<file path="config.mk">
export PLATFORM = sky130hd
export DESIGN_NAME = vu_frame_sequencer
export DESIGN_NICKNAME = d
export VERILOG_FILES = /design/src/rtl/vu_pkg.sv /design/src/rtl/gap_timer.sv /design/src/rtl/vu_frame_sequencer.sv
export SDC_FILE = /design/constraint.sdc
export NUM_CORES = 1
export LEC_CHECK = 0
export CORE_MARGIN = 2
export CORE_UTILIZATION = 50
export DETAILED_ROUTE_END_ITERATION = 7
export DONT_BUFFER_PORTS = 1
export GPL_ROUTABILITY_DRIVEN = 0
export PLACE_DENSITY_LB_ADDON = 0.05
export SLEW_MARGIN = 20
export SYNTH_ARGS = -nofsm -noshare
export SYNTH_HDL_FRONTEND = slang
export SYNTH_SLANG_ARGS = --single-unit
</file>
<file path="constraint.sdc">
create_clock -name i_clk -period 6.85 [get_ports i_clk]
set_input_delay 1.0275 -clock i_clk [delete_from_list [all_inputs] [get_ports i_clk]]
set_output_delay 1.0275 -clock i_clk [all_outputs]
set_load 0.1 [all_outputs]
</file>
<file path="src/rtl/vu_pkg.sv">
// Shared types and constants for the VU frame sequencer and its gap timer.
package vu_pkg;
    localparam int PIX_W = 24;
    localparam logic [PIX_W-1:0] PIX_OFF = 24'h000000;

    typedef enum logic [2:0] {
        IDLE,
        FETCH,
        CAPTURE,
        ZERO,
        SEND,
        GAP
    } state_t;
endpackage

</file>
<file path="src/rtl/gap_timer.sv">
// Load/count/done timer: after i_load it runs GAP_CYCLES cycles, then pulses o_done on the last one.
module gap_timer #(
    parameter int GAP_CYCLES = 600
) (
    input  logic i_clk,
    input  logic i_rst_n,
    input  logic i_load,
    output logic o_done
);
    localparam int CW = (GAP_CYCLES > 1) ? $clog2(GAP_CYCLES) : 1;

    logic [CW-1:0] r_cnt;
    logic          r_run;
    logic          w_last;

    assign w_last = (r_cnt == CW'(GAP_CYCLES - 1));
    assign o_done = r_run && w_last;

    always_ff @(posedge i_clk or negedge i_rst_n) begin
        if (!i_rst_n) begin
            r_cnt <= '0;
            r_run <= 1'b0;
        end else if (i_load) begin
            r_cnt <= '0;
            r_run <= 1'b1;
        end else if (r_run) begin
            if (w_last) r_run <= 1'b0;
            else        r_cnt <= r_cnt + 1'b1;
        end
    end
endmodule

</file>
<file path="src/rtl/vu_frame_sequencer.sv">
// Turns one VU level strobe into a NUM_LEDS pixel frame: lit pixels read from the colour ROM,
// unlit pixels forced black, then a latch gap before the next frame may start.
module vu_frame_sequencer
    import vu_pkg::*;
#(
    parameter int NUM_LEDS   = 20,
    parameter int ADDR       = 256,
    parameter int ROM_BASE   = 0,
    parameter int GAP_CYCLES = 600,
    localparam int AW = $clog2(ADDR),
    localparam int LW = $clog2(NUM_LEDS + 1)
) (
    input  logic             i_clk,
    input  logic             i_rst_n,
    input  logic [LW-1:0]    i_level,
    input  logic             i_level_valid,
    output logic [AW-1:0]    o_rom_addr,
    output logic             o_rom_ren,
    input  logic [PIX_W-1:0] i_rom_data,
    output logic [PIX_W-1:0] o_pix_data,
    output logic             o_pix_valid,
    input  logic             i_pix_ready,
    output logic             o_busy,
    output logic             o_frame_done
);
    state_t            r_state, w_nxt;
    logic [LW-1:0]     r_lvl, r_pend_lvl, r_idx;
    logic              r_pend;
    logic [PIX_W-1:0]  r_pix;
    logic [AW-1:0]     r_addr;

    logic [LW-1:0]     w_sat, w_start_lvl, w_idx_nxt;
    logic              w_start, w_hs, w_last, w_more, w_gap_done;

    assign w_sat       = (i_level > LW'(NUM_LEDS)) ? LW'(NUM_LEDS) : i_level;
    // A strobe in the consuming cycle overrides the stored pending level.
    assign w_start     = (r_state == IDLE) && (i_level_valid || r_pend);
    assign w_start_lvl = i_level_valid ? w_sat : r_pend_lvl;
    assign w_hs        = (r_state == SEND) && i_pix_ready;
    assign w_last      = (r_idx == LW'(NUM_LEDS - 1));
    assign w_more      = ((LW+1)'(r_idx) + (LW+1)'(1)) < (LW+1)'(r_lvl);
    assign w_idx_nxt   = (r_state == IDLE) ? '0 : r_idx + 1'b1;

    assign o_rom_addr  = r_addr;
    assign o_pix_data  = r_pix;

    gap_timer #(.GAP_CYCLES(GAP_CYCLES)) u_gap (
        .i_clk   (i_clk),
        .i_rst_n (i_rst_n),
        .i_load  (w_hs && w_last),
        .o_done  (w_gap_done)
    );

    always_ff @(posedge i_clk or negedge i_rst_n) begin
        if (!i_rst_n) r_state <= IDLE;
        else          r_state <= w_nxt;
    end

    always_comb begin
        w_nxt = r_state;
        unique case (r_state)
            IDLE:    if (w_start) w_nxt = (w_start_lvl != '0) ? FETCH : ZERO;
            FETCH:   w_nxt = CAPTURE;
            CAPTURE: w_nxt = SEND;
            ZERO:    w_nxt = SEND;
            SEND:    if (i_pix_ready) w_nxt = w_last ? GAP : (w_more ? FETCH : ZERO);
            GAP:     if (w_gap_done) w_nxt = IDLE;
            default: w_nxt = IDLE;
        endcase
    end

    always_comb begin
        o_rom_ren    = 1'b0;
        o_pix_valid  = 1'b0;
        o_busy       = 1'b0;
        o_frame_done = 1'b0;
        if (r_state != IDLE) o_busy = 1'b1;
        if (r_state == FETCH) o_rom_ren = 1'b1;
        if (r_state == SEND) begin
            o_pix_valid  = 1'b1;
            o_frame_done = i_pix_ready && w_last;
        end
    end

    always_ff @(posedge i_clk or negedge i_rst_n) begin
        if (!i_rst_n) begin
            r_lvl      <= '0;
            r_pend_lvl <= '0;
            r_pend     <= 1'b0;
            r_idx      <= '0;
            r_pix      <= '0;
            r_addr     <= '0;
        end else begin
            if (w_start) begin
                r_lvl  <= w_start_lvl;
                r_idx  <= '0;
                r_pend <= 1'b0;
            end else if (i_level_valid) begin
                r_pend     <= 1'b1;
                r_pend_lvl <= w_sat;
            end
            if (w_hs && !w_last) r_idx <= r_idx + 1'b1;
            // Address is set on FETCH entry and held until the next FETCH.
            if (w_nxt == FETCH) r_addr <= AW'(ROM_BASE) + AW'(w_idx_nxt);
            // ROM data is only meaningful in CAPTURE; it floats everywhere else.
            if (r_state == CAPTURE) r_pix <= i_rom_data;
            else if (r_state == ZERO) r_pix <= PIX_OFF;
        end
    end
endmodule
</file>
==> reports/summary.txt, run 1 <==
========================================================================================
Status                                                                      complete, no violations
DP Worst Slack                                                                   3.94 ns
Required time worst endpoint                                                     5.82 ns
Register-to-register path setup slack                                            3.98 ns
Area of the mapped netlist                                                     2830 um^2
Global routing usage summed across all routing layers                              19.0%
CTS root buf                                                                sky130_fd_sc_hd__clkbuf_8
Post-synth top area share                                                          52.2%
Relative area change from synthesis to final layout                                8.18%
Portion of the clock cycle consumed by the worst path in the final layout          46.2%
Die span in y                                                                    79.2 um
Crit path time final                                                             3.17 ns
Post-CTS setup buffer count                                                            0
Setup total negative slack                                                          0 ns
Total detailed-routing wirelength                                                5.32 mm
Flip-flop and latch count after synthesis                                             59
Kind of critical path                                                       register to output port
Latest clock arrival within the worst-skew pair                                  0.32 ns
Detailed router's first-iteration violation count                                     73
Reg-to-reg critical path endpoint                                           o_rom_addr[3]
Worst R2R Path Depth                                                                   5
Worst-path clk slew                                                              0.06 ns
N_diodes                                                                               0
IO Port Bufs                                                                           0
Final hold violation count                                                             0
Number of nets at the end of the flow                                                332
Maximum number of pins on one net before global-route repair                          60
Vias in the first global route                                                     1,998
# rows                                                                                27
Global route overflow                                                                  0
Total CTS buffers                                                                      9
Global-route wire length before repair                                           9.17 mm
F_max                                                                            316 MHz
TritonRoute pass-1 iters                                                               5
Core area                                                                      5470 um^2
Number of instances in the synthesized netlist                                       293
Data arrival, critical path                                                      2.14 ns
Clock skew after layout                                                       0.00474 ns
Headroom to the max-slew limit                                                     28.6%
Netlist cell types                                                                    36
DPL Wire Length                                                                  3.69 mm
Initial Utilization                                                                51.7%
Number of antenna violations at the first check in global routing                      0
Hold bufs inserted after CTS                                                           0
R2R Path Start                                                                r_state[0]
CTS H-tree lvls                                                                        3
Leading post-synthesis cells by cell area                                   sky130_fd_sc_hd__dfrtp_1 (52%), sky130_fd_sc_hd__nand2_1 (6.2%), sky130_fd_sc_hd__o21ai_0 (5.5%)
Yosys warning total                                                                    0
Area of all placed cells without fillers                                       3060 um^2
Sink Count                                                                            59
Via count normalized by instance count                                              5.23
Clock tree from TritonCTS                                                            yes
Tightest Hold Check Type                                                    input pin to asynchronous set/reset pin
Ports                                                                                 69
Final number of setup-violating endpoints                                              0
Routed Antenna Nets                                                                    0
Die Wd                                                                           79.2 um
Largest buffer count on any clock path                                                 2
Routed wire per std cell                                                         14.4 um
Largest area contributor in the synthesized netlist                         sky130_fd_sc_hd__dfrtp_1
RSZ-0062 raised after global routing                                                  no
PostCTS Resize Cnt                                                                     0
Post-route DRC violation count                                                         0
Share of post-route cells with drive strength above 1                              9.73%
Number of violations of the max-capacitance limit                                      0
Area enclosed by the die boundary                                              6280 um^2
Crit. End Element                                                            output port
Kind of launch point of the worst setup path                                    register
Least setup slack across all paths after layout                                  3.68 ns
Average cell area after synthesis                                              9.66 um^2
Final slew viol count                                                                  0
Transition time of the tightest slew-check pin                                   1.07 ns
Post-detailed-placement cell area                                              2870 um^2
Total via count in the routed design                                               1,934
Post-synthesis sequential area ratio                                               52.2%
Highest fanout seen on the critical path                                              29
========================================================================================
flip-flops by register name, summed over array words and instances (netlist names):
| signal | flops |
|---|---|
| u_gap.r_cnt | 10 |
| r_pend_lvl | 5 |
| o_pix_data | 24 |
| r_pend | 1 |
| r_lvl | 5 |
| u_gap.r_run | 1 |
| r_state | 3 |
| r_idx | 5 |
| o_rom_addr | 5 |
cell families after synthesis:
kind of cell / share of synthesized area (%)
AO/OA/AOI/OAI: 9.59
XOR/XNOR: 3.71
adder cells (fa/ha/maj): 2.65
buffers and inverters: 4.47
flip-flops: 52.2
multiplexers: 5.13
other: 0.132
AND/OR/NAND/NOR: 22.1
through the flow:
step,cells,util (%),hold slack (ns)
global route,370,55.9,0.372
global placement,354,52.5,0.474
finish,370,55.9,0.392
floorplan,295,-,0.450
detailed placement,354,52.5,0.476
CTS,370,55.9,0.376
worst max path at each step:
stage | startpoint | slack, ns | depth (start not counted) | to
floorplan | i_pix_ready | 3.56 | 3 | o_frame_done
global placement | r_state[0] | 3.97 | 5 | o_rom_addr[2]
detailed placement | r_state[0] | 3.94 | 5 | o_rom_addr[0]
CTS | r_state[0] | 3.62 | 2 | o_rom_ren
global route | r_state[0] | 3.47 | 2 | o_rom_ren
finish | r_state[0] | 3.68 | 2 | o_rom_ren
worst max-delay path, cell delays in order (launching register included):
cell and delay [ns]:
sky130_fd_sc_hd__dfrtp_1 0.85, sky130_fd_sc_hd__nand3_1 0.28, sky130_fd_sc_hd__inv_1 0.68
layer usage:
layer	wire [um]	GRT usage [%]
met2	2510	30.8
met4	99	10.0
met1	2340	22.6
met5	0	0
met3	374	5.91
area by class of cell:
cell class / count / area (um^2)
timing repair buffer: 2 / 15.0
clock buffer: 14 / 153
multi-input combinational: 208 / 1240
fill: 508 / 2410
sequential: 59 / 1480
tap: 72 / 90.1
clock inverter: 2 / 35.0
inverter: 13 / 48.8
synth_stat cells, drive strengths merged:
library cell and instances:
mux2 8, ha 6, nand2 47, nand4bb 1, and4b 1, a22o 1
conb 1, a21oi 5, nand2b 24, nor4 1, nor2 24, inv 13
o21ai 37, o31ai 1, dfrtp 59, nand4 4, a2111oi 1, nand3 10
and3 5, xnor2 3, mux2i 4, nor3 6, xor2 9, o2111ai 1
buf 7, a31oi 2, clkbuf 8, nor2b 4
cells in the final DEF, fill, tap and decap left out, types with 5 or more instances in the layout:
cell type	n
sky130_fd_sc_hd__o21ai_0	31
sky130_fd_sc_hd__dfrtp_1	59
sky130_fd_sc_hd__and3_1	5
sky130_fd_sc_hd__ha_1	6
sky130_fd_sc_hd__nand3_1	10
sky130_fd_sc_hd__a21oi_1	5
sky130_fd_sc_hd__nand2b_1	24
sky130_fd_sc_hd__nor2_1	23
sky130_fd_sc_hd__xor2_1	9
sky130_fd_sc_hd__o21ai_1	5
sky130_fd_sc_hd__clkbuf_8	10
sky130_fd_sc_hd__nand2_1	47
sky130_fd_sc_hd__inv_1	13
Power of run 1 is not shown: default switching activity piles up to over one toggle a cycle in this logic, so the estimate is an artifact.
==> run 2, diff against run 1 <==
Clock period 6.85 ns to 2.7 ns, I/O delays scaled along.
==> reports/summary.txt, run 2 (same netlist as run 1, synthesis figures left out) <==
========================================================================================
Total CTS buffers                                                                      9   unchanged
Global-route wire length before repair                                           9.17 mm   unchanged
Share of post-route cells with drive strength above 1                              14.6%   +4.9 points
Area of all placed cells without fillers                                       3160 um^2   +3.3%
Transition time of the tightest slew-check pin                                  0.928 ns   -0.140 ns
Highest fanout seen on the critical path                                               6   -79%
Initial Utilization                                                                51.7%   unchanged
Die span in y                                                                    79.2 um   unchanged
Required time worst endpoint                                                     2.91 ns   -2.91 ns
Number of violations of the max-capacitance limit                                      0   unchanged
Sink Count                                                                            59   unchanged
Latest clock arrival within the worst-skew pair                                  0.32 ns   about the same
Most common cell after layout, fill and taps aside                          sky130_fd_sc_hd__dfrtp_1
Number of flip-flops under the largest register name                                  24   unchanged
Relative area change from synthesis to final layout                                11.7%
Routed Antenna Nets                                                                    0   unchanged
Final hold violation count                                                             0   unchanged
Kind of critical path                                                       register to register
Total detailed-routing wirelength                                                5.54 mm   +4.2%
Setup total negative slack                                                          0 ns   unchanged
TritonRoute pass-1 iters                                                               4   -1
Core area                                                                      5470 um^2   unchanged
# rows                                                                                27   unchanged
Headroom to the max-slew limit                                                     38.2%   +9.5 points
Global routing usage summed across all routing layers                              19.2%   +0.20 points
CTS root buf                                                                sky130_fd_sc_hd__clkbuf_8
Detailed router's first-iteration violation count                                    116   +59%
Clock tree from TritonCTS                                                            yes
Leading cell types in the layout, fill and taps excluded                    sky130_fd_sc_hd__dfrtp_1 (58), sky130_fd_sc_hd__nand2_1 (47), sky130_fd_sc_hd__o21ai_0 (31)
Portion of the clock cycle consumed by the worst path in the final layout          93.5%
Tightest Hold Check Type                                                    input pin to register
IO Port Bufs                                                                           0   unchanged
Layout Utilization                                                                 57.8%   +1.8 points
Maximum number of pins on one net before global-route repair                          60   unchanged
Number of antenna violations at the first check in global routing                      0   unchanged
F_max                                                                            396 MHz
Ports                                                                                 69   unchanged
Area enclosed by the die boundary                                              6280 um^2   unchanged
Number of nets at the end of the flow                                                343   +3.3%
Routed wire per std cell                                                         14.6 um   +1.4%
Crit path time final                                                             2.52 ns
Global route overflow                                                                  0   unchanged
Final slew viol count                                                                  0   unchanged
Post-route DRC violation count                                                         0   unchanged
DPL Wire Length                                                                  3.75 mm   +1.5%
Die Wd                                                                           79.2 um   unchanged
Status                                                                      complete, no violations
Worst-path clk slew                                                              0.07 ns   about the same
RSZ-0062 raised after global routing                                                  no
Clock skew after layout                                                       0.00531 ns   +0.000576 ns
Crit. End Element                                                               register
Final number of setup-violating endpoints                                              0   unchanged
DP Worst Slack                                                                 0.0807 ns   -3.86 ns
Data arrival, critical path                                                      2.73 ns   +0.59 ns
Post-detailed-placement cell area                                              2920 um^2   +1.6%
Least setup slack across all paths after layout                                 0.175 ns   -3.51 ns
Kind of launch point of the worst setup path                                    register
Via count normalized by instance count                                              5.11   -2.3%
Total via count in the routed design                                               1,941   +0.36%
Vias in the first global route                                                     1,904   -4.7%
N_diodes                                                                               0   unchanged
Largest buffer count on any clock path                                                 2   unchanged
CTS H-tree lvls                                                                        3   unchanged
========================================================================================
==> run 2: changes by cell type in the layout (fill, tap and decap cells not counted), moves of 2 or more <==
cell / previous run / this run
sky130_fd_sc_hd__buf_4: 2 / 11
sky130_fd_sc_hd__clkbuf_1: 4 / 2
sky130_fd_sc_hd__clkinv_2: 1 / 3
sky130_fd_sc_hd__xor2_1: 9 / 7
sky130_fd_sc_hd__xor2_2: 0 / 2
==> run 2: critical path: stages, from the launching register on <==
cell	delay (ns)
sky130_fd_sc_hd__dfrtp_2	0.45
sky130_fd_sc_hd__ha_1	0.36
sky130_fd_sc_hd__ha_1	0.31
sky130_fd_sc_hd__a2111oi_2	0.29
sky130_fd_sc_hd__nor3_1	0.11
sky130_fd_sc_hd__o31ai_2	0.21
sky130_fd_sc_hd__and4b_2	0.37
sky130_fd_sc_hd__mux2_4	0.32
==> run 2: routing by layer <==
layer / vias to the layer above / GRT usage [%] / routed length (um)
met3: 2 / 7.39 / 352
met1: 898 / 24.2 / 2540
met4: 0 / 7.76 / 38
met5: - / 0 / 0
li1: 989 / - / -
met2: 52 / 29.7 / 2620
==> run 2: layout make-up <==
| class | count | area (um^2) |
|---|---|---|
| fill | 486 | 2310 |
| sequential | 59 | 1480 |
| multi-input combinational | 208 | 1260 |
| clock buffer | 12 | 145 |
| timing repair buffer | 13 | 120 |
| tap | 72 | 90.1 |
| inverter | 13 | 48.8 |
| clock inverter | 3 | 15.0 |
==> run 2: final timing paths <==
check | from | endpoint | slack [ns] | cells after the start
max in group asynchronous | i_rst_n | r_idx[0] | 1.80 | 2
worst min-delay path | i_rom_data[10] | o_pix_data[10] | 0.22 | 2
worst max-delay path | r_idx[0] | o_rom_addr[4] | 0.18 | 7
worst max register to register | r_idx[0] | o_rom_addr[4] | 0.18 | 7
min in group asynchronous | i_rst_n | o_pix_data[13] | 0.64 | 2
worst min register to register | r_lvl[4] | r_lvl[4] | 0.49 | 2
==> run 2: what timing repair did <==
item                       4_1_cts  5_1_grt
gates resized for setup          0        5
hold buffers                     2        0
setup endpoints to repair        0        5
setup buffers                    0        3
hold endpoints to repair        59        0
==> run 2: metrics by stage <==
stage	hold WS, ns	cells
2_1_floorplan	0.109	295
6_report	0.220	380
3_3_place_gp	0.111	360
5_1_grt	0.209	380
3_5_place_dp	0.111	360
4_1_cts	0.204	377
Power of run 2 is left out for the same reason.
==> run 3, diff against run 2 <==
Settings changed: CELL_PAD_IN_SITES_DETAIL_PLACEMENT set to 0, CELL_PAD_IN_SITES_GLOBAL_PLACEMENT set to 2, CORE_UTILIZATION 50 to 36, CTS_BUF_LIST set to sky130_fd_sc_hd__clkbuf_8.
==> reports/summary.txt, run 3 (same netlist as run 1, synthesis figures left out) <==
========================================================================================
Status                                                                      complete, no violations
Area enclosed by the die boundary                                              8590 um^2   +37%
R2R Path Start                                                                  r_idx[0]
Most common cell after layout, fill and taps aside                          sky130_fd_sc_hd__dfrtp_1
Final slew viol count                                                                  0   unchanged
Data arrival, critical path                                                      2.76 ns   +0.03 ns
Initial Utilization                                                                36.8%   -15 points
Kind of launch point of the worst setup path                                    register
Routed wire per std cell                                                         14.5 um   -0.40%
Clock tree from TritonCTS                                                            yes
Worst-path clk slew                                                              0.06 ns   about the same
Transition time of the tightest slew-check pin                                  0.925 ns   -0.00223 ns
# rows                                                                                32   +19%
TritonRoute pass-1 iters                                                               4   unchanged
FF+latch area                                                                  1480 um^2   unchanged
Global-route wire length before repair                                           9.80 mm   +6.8%
Count of fill cells added during filler insertion                                    782   +61%
Die Wd                                                                           92.7 um   +17%
N_diodes                                                                               0   unchanged
Startpoint of the most critical setup path                                      r_idx[0]
Reg-to-reg critical path endpoint                                           o_rom_addr[4]
Share of post-route cells with drive strength above 1                              13.6%   -1.0 points
Global route overflow                                                                  0   unchanged
Register-to-register path setup slack                                            0.15 ns   -0.03 ns
Die span in y                                                                    92.7 um   +17%
Number of violations of the max-capacitance limit                                      0   unchanged
Latest clock arrival within the worst-skew pair                                  0.33 ns   about the same
Core area                                                                      7690 um^2   +40%
Leading cell types in the layout, fill and taps excluded                    sky130_fd_sc_hd__dfrtp_1 (58), sky130_fd_sc_hd__nand2_1 (47), sky130_fd_sc_hd__o21ai_0 (31)
Total detailed-routing wirelength                                                5.97 mm   +7.7%
Instance count along the most critical hold path                                       2   unchanged
Tightest Hold Check Type                                                    input pin to register
Maximum number of pins on one net before global-route repair                          60   unchanged
Routed Antenna Nets                                                                    0   unchanged
DPL Wire Length                                                                  4.03 mm   +7.6%
Area occupied by multi-input gates                                             1250 um^2   -1.1%
Via count normalized by instance count                                              4.81   -5.8%
Number of flip-flops under the largest register name                                  24   unchanged
Headroom to the max-slew limit                                                     38.3%   +0.15 points
Number of antenna violations at the first check in global routing                      0   unchanged
RSZ-0062 raised after global routing                                                  no
Crit. End Element                                                               register
Ports                                                                                 69   unchanged
CTS root buf                                                                sky130_fd_sc_hd__clkbuf_8
Detailed router's first-iteration violation count                                     61   -47%
Sink Count                                                                            59   unchanged
Final number of setup-violating endpoints                                              0   unchanged
Worst R2R Path Depth                                                                   8   +1
Relative area change from synthesis to final layout                                14.2%
Kind of critical path                                                       register to register
Clock skew after layout                                                       0.00940 ns   +0.00408 ns
Sink of the worst hold path                                                 o_pix_data[5]
Setup total negative slack                                                          0 ns   unchanged
Total CTS buffers                                                                      9   unchanged
Largest buffer count on any clock path                                                 2   unchanged
Crit path time final                                                             2.55 ns   +0.0278 ns
Portion of the clock cycle consumed by the worst path in the final layout          94.5%   +1.0 points
Start point of the worst hold path                                          i_rom_data[5]
Post-route DRC violation count                                                         0   unchanged
Vias in the first global route                                                     1,925   +1.1%
F_max                                                                            392 MHz   -1.1%
CTS H-tree lvls                                                                        3   unchanged
Number of nets at the end of the flow                                                343   unchanged
Highest fanout seen on the critical path                                               6   unchanged
IO Port Bufs                                                                           0   unchanged
Final hold violation count                                                             0   unchanged
Required time worst endpoint                                                     2.91 ns   about the same
Total via count in the routed design                                               1,977   +1.9%
Global routing usage summed across all routing layers                              14.8%   -4.4 points
========================================================================================
run 3: how the worst max path moves through the flow:
stage	end	cells after the start
after floorplan	o_rom_addr[0]	7
after global placement	o_rom_addr[2]	8
after detailed placement	o_rom_addr[3]	8
after CTS	o_rom_addr[0]	10
after global routing	o_rom_addr[0]	8
final	o_rom_addr[4]	8
run 3: repair_timing:
item	in CTS	in global routing
gates resized for setup	0	2
endpoints found under the setup margin	0	4
setup buffers	0	0
hold buffers	2	0
endpoints found under the hold margin	59	0
run 3: area by class of cell:
class / instances / area share [%]
multi-input combinational: 208 / 38.7
timing repair buffer: 13 / 3.72
sequential: 59 / 45.7
tap: 102 / 3.95
clock inverter: 4 / 1.28
clock buffer: 12 / 5.11
inverter: 13 / 1.51
run 3: stage by stage:
step	setup slack, ns	cell area (um^2)	hold WS [ns]	instances	utilization (%)
after global routing	0.0159	3230	0.203	411	42.0
after floorplan	0.203	2840	0.109	295	-
after global placement	0.170	2980	0.111	393	38.8
after detailed placement	0.130	2980	0.111	393	38.8
final	0.148	3230	0.212	411	42.0
after CTS	0.111	3220	0.195	411	41.9
run 3: critical path, cell delays in order (launching register included):
cell	delay (ns)
sky130_fd_sc_hd__dfrtp_2	0.44
sky130_fd_sc_hd__ha_1	0.34
sky130_fd_sc_hd__ha_1	0.30
sky130_fd_sc_hd__a2111oi_2	0.30
sky130_fd_sc_hd__nor3_1	0.11
sky130_fd_sc_hd__o31ai_2	0.24
sky130_fd_sc_hd__and4b_1	0.22
sky130_fd_sc_hd__buf_4	0.17
sky130_fd_sc_hd__mux2_4	0.31
run 3: metal layers:
metal	vias to the layer above	track usage [%]	share of wire (%)
li1	992	-	-
met3	11	4.15	5.0
met5	-	0	0
met2	44	22.4	46
met1	930	19.4	47
met4	0	7.35	1.7
Power of run 3 is left out for the same reason.
